`src/rtl/mem_arbiter.sv`:
```
// Two-port memory arbiter: instruction fetch and load/store share one memory port.
// Round-robin on ties; one access in flight at a time with a wait-state timeout.
module mem_arbiter #(
  parameter int unsigned ADDR_WIDTH = 32,
  parameter int unsigned DATA_WIDTH = 32,
  parameter int unsigned WAIT_LIMIT = 15
) (
  input  logic                    clk_i,
  input  logic                    rst_i,

  input  logic                    if_req_i,
  input  logic [ADDR_WIDTH-1:0]   if_addr_i,
  output logic                    if_gnt_o,
  output logic                    if_rvalid_o,
  output logic [DATA_WIDTH-1:0]   if_rdata_o,

  input  logic                    ls_req_i,
  input  logic                    ls_we_i,
  input  logic [ADDR_WIDTH-1:0]   ls_addr_i,
  input  logic [DATA_WIDTH-1:0]   ls_wdata_i,
  input  logic [DATA_WIDTH/8-1:0] ls_be_i,
  output logic                    ls_gnt_o,
  output logic                    ls_rvalid_o,
  output logic [DATA_WIDTH-1:0]   ls_rdata_o,

  output logic                    bus_err_o,

  output logic                    mem_en_o,
  output logic                    mem_we_o,
  output logic [ADDR_WIDTH-1:0]   mem_addr_o,
  output logic [DATA_WIDTH-1:0]   mem_wdata_o,
  output logic [DATA_WIDTH/8-1:0] mem_be_o,
  input  logic [DATA_WIDTH-1:0]   mem_rdata_i,
  input  logic                    mem_ready_i
);

  localparam int unsigned BeWidth  = DATA_WIDTH / 8;
  localparam int unsigned CntWidth = $clog2(WAIT_LIMIT + 1);
  localparam logic [CntWidth-1:0] CntLast = CntWidth'(WAIT_LIMIT - 1);

  typedef enum logic [1:0] {
    StIdle,
    StBusy,
    StResp
  } state_e;

  state_e state_q, state_d;

  logic                  mem_en_q, mem_en_d;
  logic                  mem_we_q, mem_we_d;
  logic [ADDR_WIDTH-1:0] mem_addr_q, mem_addr_d;
  logic [DATA_WIDTH-1:0] mem_wdata_q, mem_wdata_d;
  logic [BeWidth-1:0]    mem_be_q, mem_be_d;
  logic [DATA_WIDTH-1:0] rdata_q, rdata_d;
  logic                  err_q, err_d;
  logic                  owner_ls_q, owner_ls_d;
  logic                  last_ls_q, last_ls_d;
  logic [CntWidth-1:0]   wait_q, wait_d;

  logic any_req;
  logic pick_ls;
  logic accept;
  logic wait_expired;
  logic resp_active;

  assign any_req      = if_req_i | ls_req_i;
  // On a tie, load/store wins only if fetch was granted last.
  assign pick_ls      = ls_req_i & (~if_req_i | ~last_ls_q);
  assign accept       = (state_q == StIdle) & any_req & ~rst_i;
  assign wait_expired = (wait_q == CntLast);
  assign resp_active  = (state_q == StResp) & ~rst_i;

  // State register
  always_ff @(posedge clk_i) begin
    if (rst_i) begin
      state_q <= StIdle;
    end else begin
      state_q <= state_d;
    end
  end

  // Next-state logic
  always_comb begin
    state_d = state_q;
    case (state_q)
      StIdle: begin
        if (any_req) begin
          state_d = StBusy;
        end
      end
      StBusy: begin
        if (mem_ready_i || wait_expired) begin
          state_d = StResp;
        end
      end
      StResp:  state_d = StIdle;
      default: state_d = StIdle;
    endcase
  end

  // Datapath next-state
  always_comb begin
    mem_en_d    = mem_en_q;
    mem_we_d    = mem_we_q;
    mem_addr_d  = mem_addr_q;
    mem_wdata_d = mem_wdata_q;
    mem_be_d    = mem_be_q;
    rdata_d     = rdata_q;
    err_d       = err_q;
    owner_ls_d  = owner_ls_q;
    last_ls_d   = last_ls_q;
    wait_d      = wait_q;

    case (state_q)
      StIdle: begin
        if (accept) begin
          mem_en_d   = 1'b1;
          owner_ls_d = pick_ls;
          last_ls_d  = pick_ls;
          wait_d     = '0;
          err_d      = 1'b0;
          if (pick_ls) begin
            mem_we_d    = ls_we_i;
            mem_addr_d  = ls_addr_i;
            mem_wdata_d = ls_wdata_i;
            mem_be_d    = ls_be_i;
          end else begin
            mem_we_d    = 1'b0;
            mem_addr_d  = if_addr_i;
            mem_wdata_d = '0;
            mem_be_d    = '1;
          end
        end
      end
      StBusy: begin
        if (mem_ready_i) begin
          mem_en_d = 1'b0;
          rdata_d  = mem_we_q ? '0 : mem_rdata_i;
          err_d    = 1'b0;
        end else begin
          wait_d = wait_q + CntWidth'(1);
          if (wait_expired) begin
            mem_en_d = 1'b0;
            rdata_d  = '0;
            err_d    = 1'b1;
          end
        end
      end
      default: ;
    endcase
  end

  // Datapath registers
  always_ff @(posedge clk_i) begin
    if (rst_i) begin
      mem_en_q    <= 1'b0;
      mem_we_q    <= 1'b0;
      mem_addr_q  <= '0;
      mem_wdata_q <= '0;
      mem_be_q    <= '0;
      rdata_q     <= '0;
      err_q       <= 1'b0;
      owner_ls_q  <= 1'b0;
      last_ls_q   <= 1'b1;
      wait_q      <= '0;
    end else begin
      mem_en_q    <= mem_en_d;
      mem_we_q    <= mem_we_d;
      mem_addr_q  <= mem_addr_d;
      mem_wdata_q <= mem_wdata_d;
      mem_be_q    <= mem_be_d;
      rdata_q     <= rdata_d;
      err_q       <= err_d;
      owner_ls_q  <= owner_ls_d;
      last_ls_q   <= last_ls_d;
      wait_q      <= wait_d;
    end
  end

  // Outputs; non-owner response ports stay at zero
  always_comb begin
    if_gnt_o    = accept & ~pick_ls;
    ls_gnt_o    = accept & pick_ls;
    if_rvalid_o = resp_active & ~owner_ls_q;
    ls_rvalid_o = resp_active & owner_ls_q;
    if_rdata_o  = if_rvalid_o ? rdata_q : '0;
    ls_rdata_o  = ls_rvalid_o ? rdata_q : '0;
    bus_err_o   = resp_active & err_q;
    mem_en_o    = mem_en_q;
    mem_we_o    = mem_we_q;
    mem_addr_o  = mem_addr_q;
    mem_wdata_o = mem_wdata_q;
    mem_be_o    = mem_be_q;
  end

endmodule
```
`config.mk`:
```
export PLATFORM = sky130hd
export DESIGN_NAME = mem_arbiter
export DESIGN_NICKNAME = d
export VERILOG_FILES = /design/src/rtl/mem_arbiter.sv
export SDC_FILE = /design/constraint.sdc
export NUM_CORES = 1
export LEC_CHECK = 0
export BUFFER_PORTS_ARGS = -buffer_cell sky130_fd_sc_hd__buf_2
export CELL_PAD_IN_SITES_DETAIL_PLACEMENT = 1
export CELL_PAD_IN_SITES_GLOBAL_PLACEMENT = 2
export CORE_UTILIZATION = 26
export DETAILED_ROUTE_END_ITERATION = 6
export MAX_ROUTING_LAYER = met4
export PLACE_DENSITY_LB_ADDON = 0.12
export RECOVER_POWER = 50
export SLEW_MARGIN = 20
export SYNTH_ARGS = -nofsm -noshare
export SYNTH_HDL_FRONTEND = slang
export SYNTH_SLANG_ARGS = --single-unit
export TNS_END_PERCENT = 50
```
`constraint.sdc`:
```
create_clock -name clk_i -period 2.7 [get_ports clk_i]
set_clock_uncertainty 0.15 [all_clocks]
set_input_delay 0.27 -clock clk_i [delete_from_list [all_inputs] [get_ports clk_i]]
set_output_delay 0.27 -clock clk_i [all_outputs]
set_load 0.01 [all_outputs]
```
After elaboration in Yosys (flattened, before gate mapping)
Cells that the tools add are included.

Bits in registers: 111. Bits in latches: 0. Bits in writable memories: 0. Memory bits (read-only): 0. Word-level logic and storage cells: 68. Memories: 0.

$add $sub $neg: 1. $mul: 0. Divide/modulo/power cells: 0. Magnitude comparators: 0. Eq/ne operators: 8. Shifts and indexed selects: 0. Mux-type cells: 23. Bitwise gates (word level): 16. Reductions and logical operators: 9.

Operators with widths (number): two-way mux 32 bit (7); two-way mux 4 bit (3); AND 1 bit (9); inequality test 2 bit (second input constant) (4); one-hot mux 4 bit (2 select lines) (1); two-way mux 1 bit (7); AND reduction 2 bit (3); AND reduction 3 bit (2); NOT 1 bit (5); adder 4 x 1 -> 4 bit (second input constant) (1); == test 4 bit (second input constant) (1); two-way mux 2 bit (2); one-hot mux 1 bit (2 select lines) (2); one-hot mux 2 bit (2 select lines) (1); nonzero test 2 bit (2); inequality test 3 bit (second input constant) (1); == test 2 x 1 -> 1 bit (second input constant) (1); == test 2 bit (second input constant) (1); logical NOT 2 bit (1); bitwise OR 1 bit (2); logical OR 1 bit (1).

Logic depth before layout (Yosys ltp)
Gate-level depths: netlist of the first run.

Word-level depth: 5. Depth in mapped cells: 7.

Worst setup path before layout of the first run
Ideal clock, no wire load.

Path type: register to output. Start: reg state_q[1]. End: out if_rdata_o[22]. Data arrival time: 1.263 ns. Required time: 2.280 ns. Setup slack: 1.017 ns. Stages on the path, launching flop included: 6. Buffers on the path: 2. Cells stage by stage: dfxtp_1 > buf_6 > nor3b_4 > and2b_1 > buf_2 > and2_1.

Word-level cells in the longest chain between the ends: 4.

RTL lines: start, declared (RTL line 47) `state_e state_q, state_d;`; start signal, assigned (RTL line 76) `state_q <= StIdle;`; start signal, assigned (RTL line 78) `state_q <= state_d;`; == test 2 bit (RTL line 71) `assign resp_active = (state_q == StResp) & ~rst_i;`; AND 1 bit (RTL line 71); AND 1 bit (RTL line 184) `if_rvalid_o = resp_active & ~owner_ls_q;`; named net if_rvalid_o (RTL line 14) `output logic if_rvalid_o,`; two-way mux 32 bit (RTL line 186) `if_rdata_o = if_rvalid_o ? rdata_q : '0;`; end, declared (RTL line 15) `output logic [DATA_WIDTH-1:0] if_rdata_o,`.

The timed path passes the listed nets, and every way through them passes these cells.

Worst setup path in the final report of the first run
Start: reg state_q[0]. End: out ls_gnt_o.

Word-level cells in the longest chain between the ends: 4.

RTL lines: logical NOT 2 bit (RTL line 69) `assign accept = (state_q == StIdle) & any_req & ~rst_i;`; AND 1 bit (2 in series) (RTL line 69); AND 1 bit (RTL line 183) `ls_gnt_o = accept & pick_ls;`; end, declared (RTL line 22) `output logic ls_gnt_o,`.

Every way passes these cells.

==> results of run 1 <==
-- power breakdown --
part | internal, mW | switching (mW) | total, mW
registers | 1.75 | 0.0765 | 1.83
logic | 0.311 | 0.358 | 0.669
clock network | 0.724 | 0.605 | 1.33
-- timing repair --
action / CTS / global route
gates resized for setup: 0 / 0
endpoints found under the hold margin: 69 / 0
hold buffers: 69 / 0
-- sequential cells by signal, indices dropped and copies added, names as in the netlist --
register,count
err_q,1
state_q,2
mem_wdata_o,32
wait_q,4
owner_ls_q,1
mem_be_o,4
mem_addr_o,32
mem_en_o,1
last_ls_q,1
mem_we_o,1
rdata_q,32
-- metrics by stage --
stage | utilization, % | total power [mW] | hold slack (ps) | cell area, um^2
final | 40.2 | 3.83 | 20.5 | 7000
after global routing | 40.1 | 4.05 | 7.45 | 6990
after CTS | 40.9 | 3.94 | 0.379 | 7120
after detailed placement | 35.2 | 2.50 | 293 | 6140
after global placement | 35.2 | 2.48 | 283 | 6140
after floorplan | - | 2.23 | 253 | 4660
-- path summary, 6_finish.rpt --
check | from | slack, ps | depth (start not counted) | end
worst max-delay path | state_q[0] | 340 | 4 | ls_gnt_o
worst min-delay path | ls_wdata_i[14] | 20 | 2 | mem_wdata_o[14]
worst max register to register | state_q[0] | 370 | 5 | mem_addr_o[23]
worst min register to register | mem_en_o | 310 | 1 | mem_en_o
-- cells by family (layout without fill, tap and decap cells) --
family	count (synthesis)	in the layout	share of synthesized area, %
flops	111	111	47.7
compound gates	130	130	25.1
other cells	0	2	0
fa+ha+maj	2	2	0.537
simple gates	177	177	20.2
mux	1	1	0.242
buf+inv	47	375	6.33
-- metal layers --
| layer | share of wire, % | wire [um] |
|---|---|---|
| met5 | 0 | 0 |
| met2 | 48 | 7780 |
| met4 | 2.2 | 354 |
| met1 | 44 | 7020 |
| met3 | 6.0 | 964 |
-- synthesized netlist by cell type (2+ instances only) --
library cell,instances
nand3_1,2
a311oi_1,5
nand2b_1,6
a22oi_1,8
nor2b_1,4
dfxtp_1,111
inv_1,4
a21oi_1,11
a22o_1,65
nor2_1,29
buf_6,9
and3_1,33
clkbuf_1,8
o21ai_0,10
ha_1,2
clkbuf_2,2
a311oi_2,20
nand2_1,59
buf_2,15
a21o_1,2
and2_1,35
buf_4,8
-- worst max-delay path, delay by kind of cell (launching register included) --
family	cells	cell delay [ps]
flops	1	440
simple gates	2	600
buf+inv	2	550
-- cell type report --
type                    count  area [um^2]
diodes                      2         5.00
clock buffers              11          233
fillers                  2102        10400
repair buffers            355         2060
flip-flops and latches    111         2220
inverters                   4         15.0
well taps                 225          282
clock inverters             5         57.6
multi-input cells         310         2120
==> reports/metrics.yaml, run 1 <==
dr.pass1.iters: 4
required_ps: 2280
grtUsageMet2_pct: 29.3
boundaryPins: 277
synth-async-reset-ratio_pct: 0
slew_viol_final: 0
die_width_um: 136
fin_cells: 1023
rows: 48
start_util_pct: 26.8
yosysWarnings: 0
nNetsFinal: 931
synth_cells: 468
status: "completed"
drv_cap: 0
grt_use_met1_pct: 20.4
layout-drive-gt1-share_pct: 32.5
ant_nets: 0
end_kind: "output port"
crit_type: "flip-flop to output port"
peakVddDrop_v: 0.000303
grt_pass1_wl_mm: 24.5
wl_per_cell_um: 15.8
cts_buffer_depth: 2
relSlewSlack_pct: 49.3
core_area_mm2: 0.0174
final_cell_mix: "buf_2, dfxtp_1, clkbuf_1"
drcViolationCount: 0
port_buffers: 276
cp_slowest_cell: "dfxtp_1"
antenna_found_initial: 0
die_area_mm2: 0.0185
areaGrowthSynthToFinish_pct: 50.1
cts_root_buffer: "clkbuf_16"
cts_setup_buffers: 0
h-tree-depth: 3
synth_area_leaders: "dfxtp_1, a22o_1, a311oi_2"
syn-num-nets: 608
hpwl_mm: 11.3
cts_tree: "yes"
numPlacedInstances: 936
cpPeakStageDelay_ps: 440
viasPerCell: 4.66
dp_slack_ps: 701
hold_violations: 0
yosys.area.top_type: "dfxtp_1"
vias: 4772
synth_cell_types: 42
final_common_cell: "buf_2"
synth_top_flop_cell: "dfxtp_1"
busiest_layer: "met2"
path_cells: "nor3_1, and2_1, buf_4, buf_2"
drtIter0Drc: 189
fmax_ghz: 0.424
drt-total-wl_mm: 16.1
synth_edf_count: 0
cp_max_fo: 35
min_period_over_period_pct: 87.3
p_leak_nw: 3.27
cts_buffers: 9
grt_use_met3_pct: 3.36
finalWorstSetupSlack_ps: 342
yosysTopAreaCellShare_pct: 47.7
grt_max_degree: 61
syn_area_per_cell_um2: 9.96
yosysSeqAreaShare_pct: 47.7
grt_use_total_pct: 17.5
arrival_ps: 1940
timing.final.crit_period_ps: 2360
netlist_area_mm2: 0.00466
grt_pass1_vias: 4814
die_h_um: 136
startpoint_type: "flip-flop"
hold_path.class: "primary input to flip-flop"
gp_congestion: 0.746
clkTransAtPathRegs_ps: 70
clock_sinks: 111
fin_setup_tns_ps: 0
synth-seq-cells: 111
worstMarginPinSlew_ps: 761
powerDensity_mw_per_mm2: 547
clk_latency_ps: 340
setup_violations: 0
overflow: 0
grt_setup_unrepaired: "false"
Power figures use the tool's default switching activity.
==> inputs of run 2 (changes only) <==
Settings changed: REMOVE_ABC_BUFFERS set to 1.
==> run 2 against run 1 <==
Compared with the run above:
- power about the same
- highest routed layer unchanged
- global-route usage grew 1.2 points
- non-clock buffer count is 12 higher
- register-to-register slack hardly changed
- combinational power rose by 3.7%
- clock power is essentially flat
- routed wire length up 6.3%
- flip-flop and latch count unchanged
- fmax up 0.34%
- largest cell class unchanged
- worst hold slack better by 8.2 ps
- core utilization increased by 0.74 points
==> reports/metrics.yaml, run 2 (same netlist as run 1, synthesis figures left out) <==
seqPwrFrac_pct: 47.9  # was 47.8%
p_sw_share_pct: 28.8  # was 27.1%
hold_violations: 0  # unchanged
hold_path.class: "primary input to flip-flop"  # unchanged
final_cell_mix: "buf_2, dfxtp_1, dlygate4sd3_1"  # was buf_2, dfxtp_1, clkbuf_1
wl_per_cell_um: 16.5  # was 15.8 um
grtUsageMet2_pct: 32.2  # was 29.3%
nNetsFinal: 943  # was 931
vias: 4810  # was 4772
crit-reg2reg-capture: "mem_wdata_o[15]"  # was mem_addr_o[23]
dr.pass1.iters: 4  # unchanged
power.total_mw: 3.83  # about the same
postCtsHoldBufs: 76  # was 69
layout-drive-gt1-share_pct: 32.7  # was 32.5%
fmax_ghz: 0.426  # was 0.424 GHz
core_area_mm2: 0.0174  # unchanged
worstMarginPinSlew_ps: 802  # was 761 ps
cts_tree: "yes"  # unchanged
die_area_mm2: 0.0185  # unchanged
drv_cap: 0  # unchanged
r2r_start: "state_q[0]"  # unchanged
busiest_layer: "met2"  # unchanged
fin_area_mm2: 0.00712  # was 0.00700 mm^2
clkPwrFrac_pct: 34.0  # was 34.7%
min_period_over_period_pct: 87.0  # was 87.3%
grt_setup_unrepaired: "false"  # unchanged
relSlewSlack_pct: 46.5  # was 49.3%
cts_buffers: 9  # unchanged
cts_resized: 0  # unchanged
status: "completed"  # unchanged
clock_sinks: 111  # unchanged
p_sw_mw: 1.10  # was 1.04 mW
p_comb_share_pct: 18.1  # was 17.5%
overflow: 0  # unchanged
startpoint_type: "flip-flop"  # unchanged
min_to: "mem_addr_o[0]"  # was mem_wdata_o[14]
rows: 48  # unchanged
arrival_ps: 1930  # was 1940 ps
drcViolationCount: 0  # unchanged
areaGrowthSynthToFinish_pct: 52.8  # was 50.1%
hpwl_mm: 12.1  # was 11.3 mm
die_h_um: 136  # unchanged
die_width_um: 136  # unchanged
cts_buffer_depth: 2  # unchanged
required_ps: 2280  # about the same
timing.final.crit_period_ps: 2350  # was 2360 ps
fin_setup_tns_ps: 0  # unchanged
ant_nets: 0  # unchanged
final_common_cell: "buf_2"  # unchanged
clk_latency_ps: 350  # was 340 ps
fill_cells: 2096  # was 2102
setup_violations: 0  # unchanged
p_int_mw: 2.73  # was 2.79 mW
min_path_cells: 3  # was 2
grt_use_met3_pct: 4.92  # was 3.36%
grt_pass1_wl_mm: 26.0  # was 24.5 mm
r2r_slack_ps: 370  # about the same
reg2reg_depth: 5  # unchanged
grt_use_met1_pct: 21.1  # was 20.4%
hp-start: "if_addr_i[0]"  # was ls_wdata_i[14]
port_buffers: 276  # unchanged
powerDensity_mw_per_mm2: 537  # was 547 mW/mm^2
p_leak_nw: 3.32  # was 3.27 nW
drtIter0Drc: 193  # was 189
h-tree-depth: 3  # unchanged
slew_viol_final: 0  # unchanged
grt_pass1_vias: 4908  # was 4814
place_area_mm2: 0.00620  # was 0.00614 mm^2
cts_root_buffer: "clkbuf_16"  # unchanged
dp_slack_ps: 627  # was 701 ps
grt_max_degree: 38  # was 61
cp_max_fo: 17  # was 35
drt-total-wl_mm: 17.1  # was 16.1 mm
start_util_pct: 26.8  # unchanged
viasPerCell: 4.65  # was 4.66
peakVddDrop_v: 0.000345  # was 0.000303 V
crit_type: "flip-flop to output port"  # unchanged
clkTransAtPathRegs_ps: 70  # about the same
gp_congestion: 0.814  # was 0.746
end_kind: "output port"  # unchanged
grt_use_total_pct: 18.7  # was 17.5%
cts_setup_buffers: 0  # unchanged
finalWorstSetupSlack_ps: 350  # was 342 ps
boundaryPins: 277  # unchanged
antenna_found_initial: 2  # was 0
-- run 2: how the worst max path moves through the flow --
stage,start,endpoint,slack (ps),cells past startpoint
finish,state_q[1],if_rdata_o[8],350,6
global route,state_q[0],mem_wdata_o[20],130,5
CTS,state_q[1],if_rdata_o[11],230,6
detailed placement,state_q[1],if_rdata_o[11],630,6
global placement,rst_i,mem_wdata_o[25],720,5
floorplan,state_q[0],mem_addr_o[10],200,4
-- run 2: through the flow --
stage,util [%],hold slack (ps),std cells
floorplan,-,188,425
global placement,35.6,284,941
detailed placement,35.6,293,941
CTS,41.6,3.24,1033
global route,40.9,24.8,1035
finish,40.9,28.7,1035
-- run 2: area by class of cell --
| type | count | area (um^2) | share of cell area, % |
|---|---|---|---|
| tap | 225 | 282 | 3.95 |
| multi-input combinational | 310 | 2120 | 29.8 |
| inverter | 4 | 15.0 | 0.211 |
| antenna | 2 | 5.00 | 0.0702 |
| clock buffer | 10 | 229 | 3.21 |
| sequential | 111 | 2220 | 31.2 |
| timing repair buffer | 367 | 2200 | 30.9 |
| clock inverter | 6 | 52.6 | 0.738 |
-- run 2: metal layers --
metal	part of all wire, %	routed length (um)
met1	42	7180
met3	7.6	1290
met4	1.5	259
met5	0	0
met2	49	8390
-- run 2: critical path: stages (launching register included) --
cell	delay, ps
dfxtp_1	490
nor3b_4	240
buf_4	220
and2b_1	160
buf_4	190
and2_1	160
buf_2	130
-- run 2: power by group through the flow --
stage | logic (mW) | registers, mW | clock network (mW)
floorplan | 0.275 | 1.90 | 0
global placement | 0.627 | 1.87 | 0
detailed placement | 0.642 | 1.87 | 0
CTS | 0.734 | 1.83 | 1.37
global route | 0.765 | 1.85 | 1.43
finish | 0.694 | 1.83 | 1.30
==> inputs of run 3 (changes only) <==
Settings changed: CORE_UTILIZATION 26 to 27, CTS_BUF_LIST set to sky130_fd_sc_hd__clkbuf_4 sky130_fd_sc_hd__clkbuf_8.
==> run 3 against run 2 <==
Compared with the run above:
- non-clock buffer count rose by 30
- setup slack got worse by 91 ps
- routed wire length rose by 1.3%
- sequential power is essentially flat
- largest power group unchanged
==> reports/metrics.yaml, run 3 (same netlist as run 1, synthesis figures left out) <==
clkTransAtPathRegs_ps: 110  # was 70 ps
numPlacedInstances: 933  # was 941
grt_setup_unrepaired: "false"  # unchanged
crit_type: "flip-flop to flip-flop"  # was flip-flop to output port
die_h_um: 133  # was 136 um
multi_input_comb_area_mm2: 0.00208  # was 0.00212 mm^2
diodes: 0  # was 2
end_kind: "flip-flop"  # was output port
die_area_mm2: 0.0178  # was 0.0185 mm^2
start_util_pct: 27.9  # was 26.8%
core_area_mm2: 0.0167  # was 0.0174 mm^2
die_width_um: 133  # was 136 um
dr.pass1.iters: 4  # unchanged
vias: 4984  # was 4810
fin_hold_ws_ps: 5.27  # was 28.7 ps
port_buffers: 276  # unchanged
cts_buffers: 9  # unchanged
grt_pass1_wl_mm: 27.2  # was 26.0 mm
min_period_over_period_pct: 90.4  # was 87.0%
drcViolationCount: 0  # unchanged
antenna_found_initial: 0  # was 2
h-tree-depth: 3  # unchanged
cts_buffer_depth: 2  # unchanged
timing.final.crit_period_ps: 2440  # was 2350 ps
setup_violations: 0  # unchanged
fin_cells: 1058  # was 1035
cts_tree: "yes"  # unchanged
required_ps: 2880  # was 2280 ps
drt-total-wl_mm: 17.3  # was 17.1 mm
rows: 47  # was 48
final_cell_mix: "buf_2, dfxtp_1, dlygate4sd3_1"  # unchanged
min_path_cells: 3  # unchanged
drtIter0Drc: 156  # was 193
hpwl_mm: 11.6  # was 12.1 mm
viasPerCell: 4.71  # was 4.65
fill_cells: 2038  # was 2096
slew_viol_final: 0  # unchanged
startpoint_type: "flip-flop"  # unchanged
grt_max_degree: 37  # was 38
fin_setup_tns_ps: 0  # unchanged
relSlewSlack_pct: 34.2  # was 46.5%
arrival_ps: 2620  # was 1930 ps
gp_congestion: 0.777  # was 0.814
grt_pass1_vias: 5230  # was 4908
final_common_cell: "buf_2"  # unchanged
p_leak_nw: 3.42  # was 3.32 nW
grt_use_total_pct: 19.8  # was 18.7%
wl_per_cell_um: 16.4  # was 16.5 um
nNetsFinal: 973  # was 943
areaGrowthSynthToFinish_pct: 56.1  # was 52.8%
layout-drive-gt1-share_pct: 30.4  # was 32.7%
status: "completed"  # unchanged
worstMarginPinSlew_ps: 987  # was 802 ps
ant_nets: 0  # unchanged
clk_latency_ps: 380  # was 350 ps
seq_area_mm2: 0.00222  # unchanged
hold_violations: 0  # unchanged
hold_path.class: "primary input to flip-flop"  # unchanged
clock_sinks: 111  # unchanged
cts_root_buffer: "clkbuf_8"  # was clkbuf_16
overflow: 0  # unchanged
peakVddDrop_v: 0.000218  # was 0.000345 V
powerDensity_mw_per_mm2: 493  # was 537 mW/mm^2
reg2reg_depth: 6  # was 5
boundaryPins: 277  # unchanged
cp_max_fo: 24  # was 17
fmax_ghz: 0.410  # was 0.426 GHz
drv_cap: 0  # unchanged
run 3: repair_timing:
| item | 4_1_cts | 5_1_grt |
|---|---|---|
| endpoints found under the hold margin | 94 | 2 |
| endpoints found under the setup margin | 0 | 5 |
| buffers inserted | 0 | 0 |
| hold buffers | 107 | 2 |
| resized for setup | 0 | 1 |
run 3: path summary, 6_finish.rpt:
path / start / endpoint / slack [ps]
setup reg to reg: state_q[0] / mem_addr_o[2] / 260
hold reg to reg: wait_q[3] / wait_q[3] / 330
hold / removal: ls_addr_i[21] / mem_addr_o[21] / 5
setup / recovery: state_q[0] / mem_addr_o[2] / 260
run 3: critical path, stage by stage (launching register included):
cell	delay, ps
dfxtp_1	460
nor3_4	250
o21a_4	360
buf_4	240
nor2_1	60
a311oi_1	270
dlygate4sd3_1	590
run 3: per-stage QoR:
| stage | utilization [%] | setup slack [ps] | total power [mW] | cell area, um^2 |
|---|---|---|---|---|
| after global routing | 43.6 | 75.2 | 3.79 | 7280 |
| final | 43.6 | 260 | 3.59 | 7280 |
| after detailed placement | 36.8 | 604 | 2.51 | 6140 |
| after floorplan | - | 195 | 2.17 | 4380 |
| after global placement | 36.8 | 716 | 2.49 | 6140 |
| after CTS | 44.4 | 116 | 3.67 | 7410 |
run 3: area by class of cell:
class,instances,share of cell area (%)
Clock buffer,9,1.70
Clock inverter,7,0.997
Inverter,4,0.206
Multi-Input combinational cell,310,28.7
Sequential cell,111,30.5
Tap cell,220,3.78
Timing Repair Buffer,397,34.1
run 3: power breakdown:
part	internal (mW)	switching [mW]	total, mW
sequential	1.75	0.0772	1.83
clock	0.366	0.650	1.02
combinational	0.362	0.376	0.737
total	2.48	1.10	3.59
run 3: routing by layer:
metal	track usage (%)	share of wire [%]	up-vias
met5	-	0	-
met4	5.74	1.2	0
met3	4.00	5.7	15
met2	34.6	50	184
met1	22.8	43	2380
li1	-	-	2405
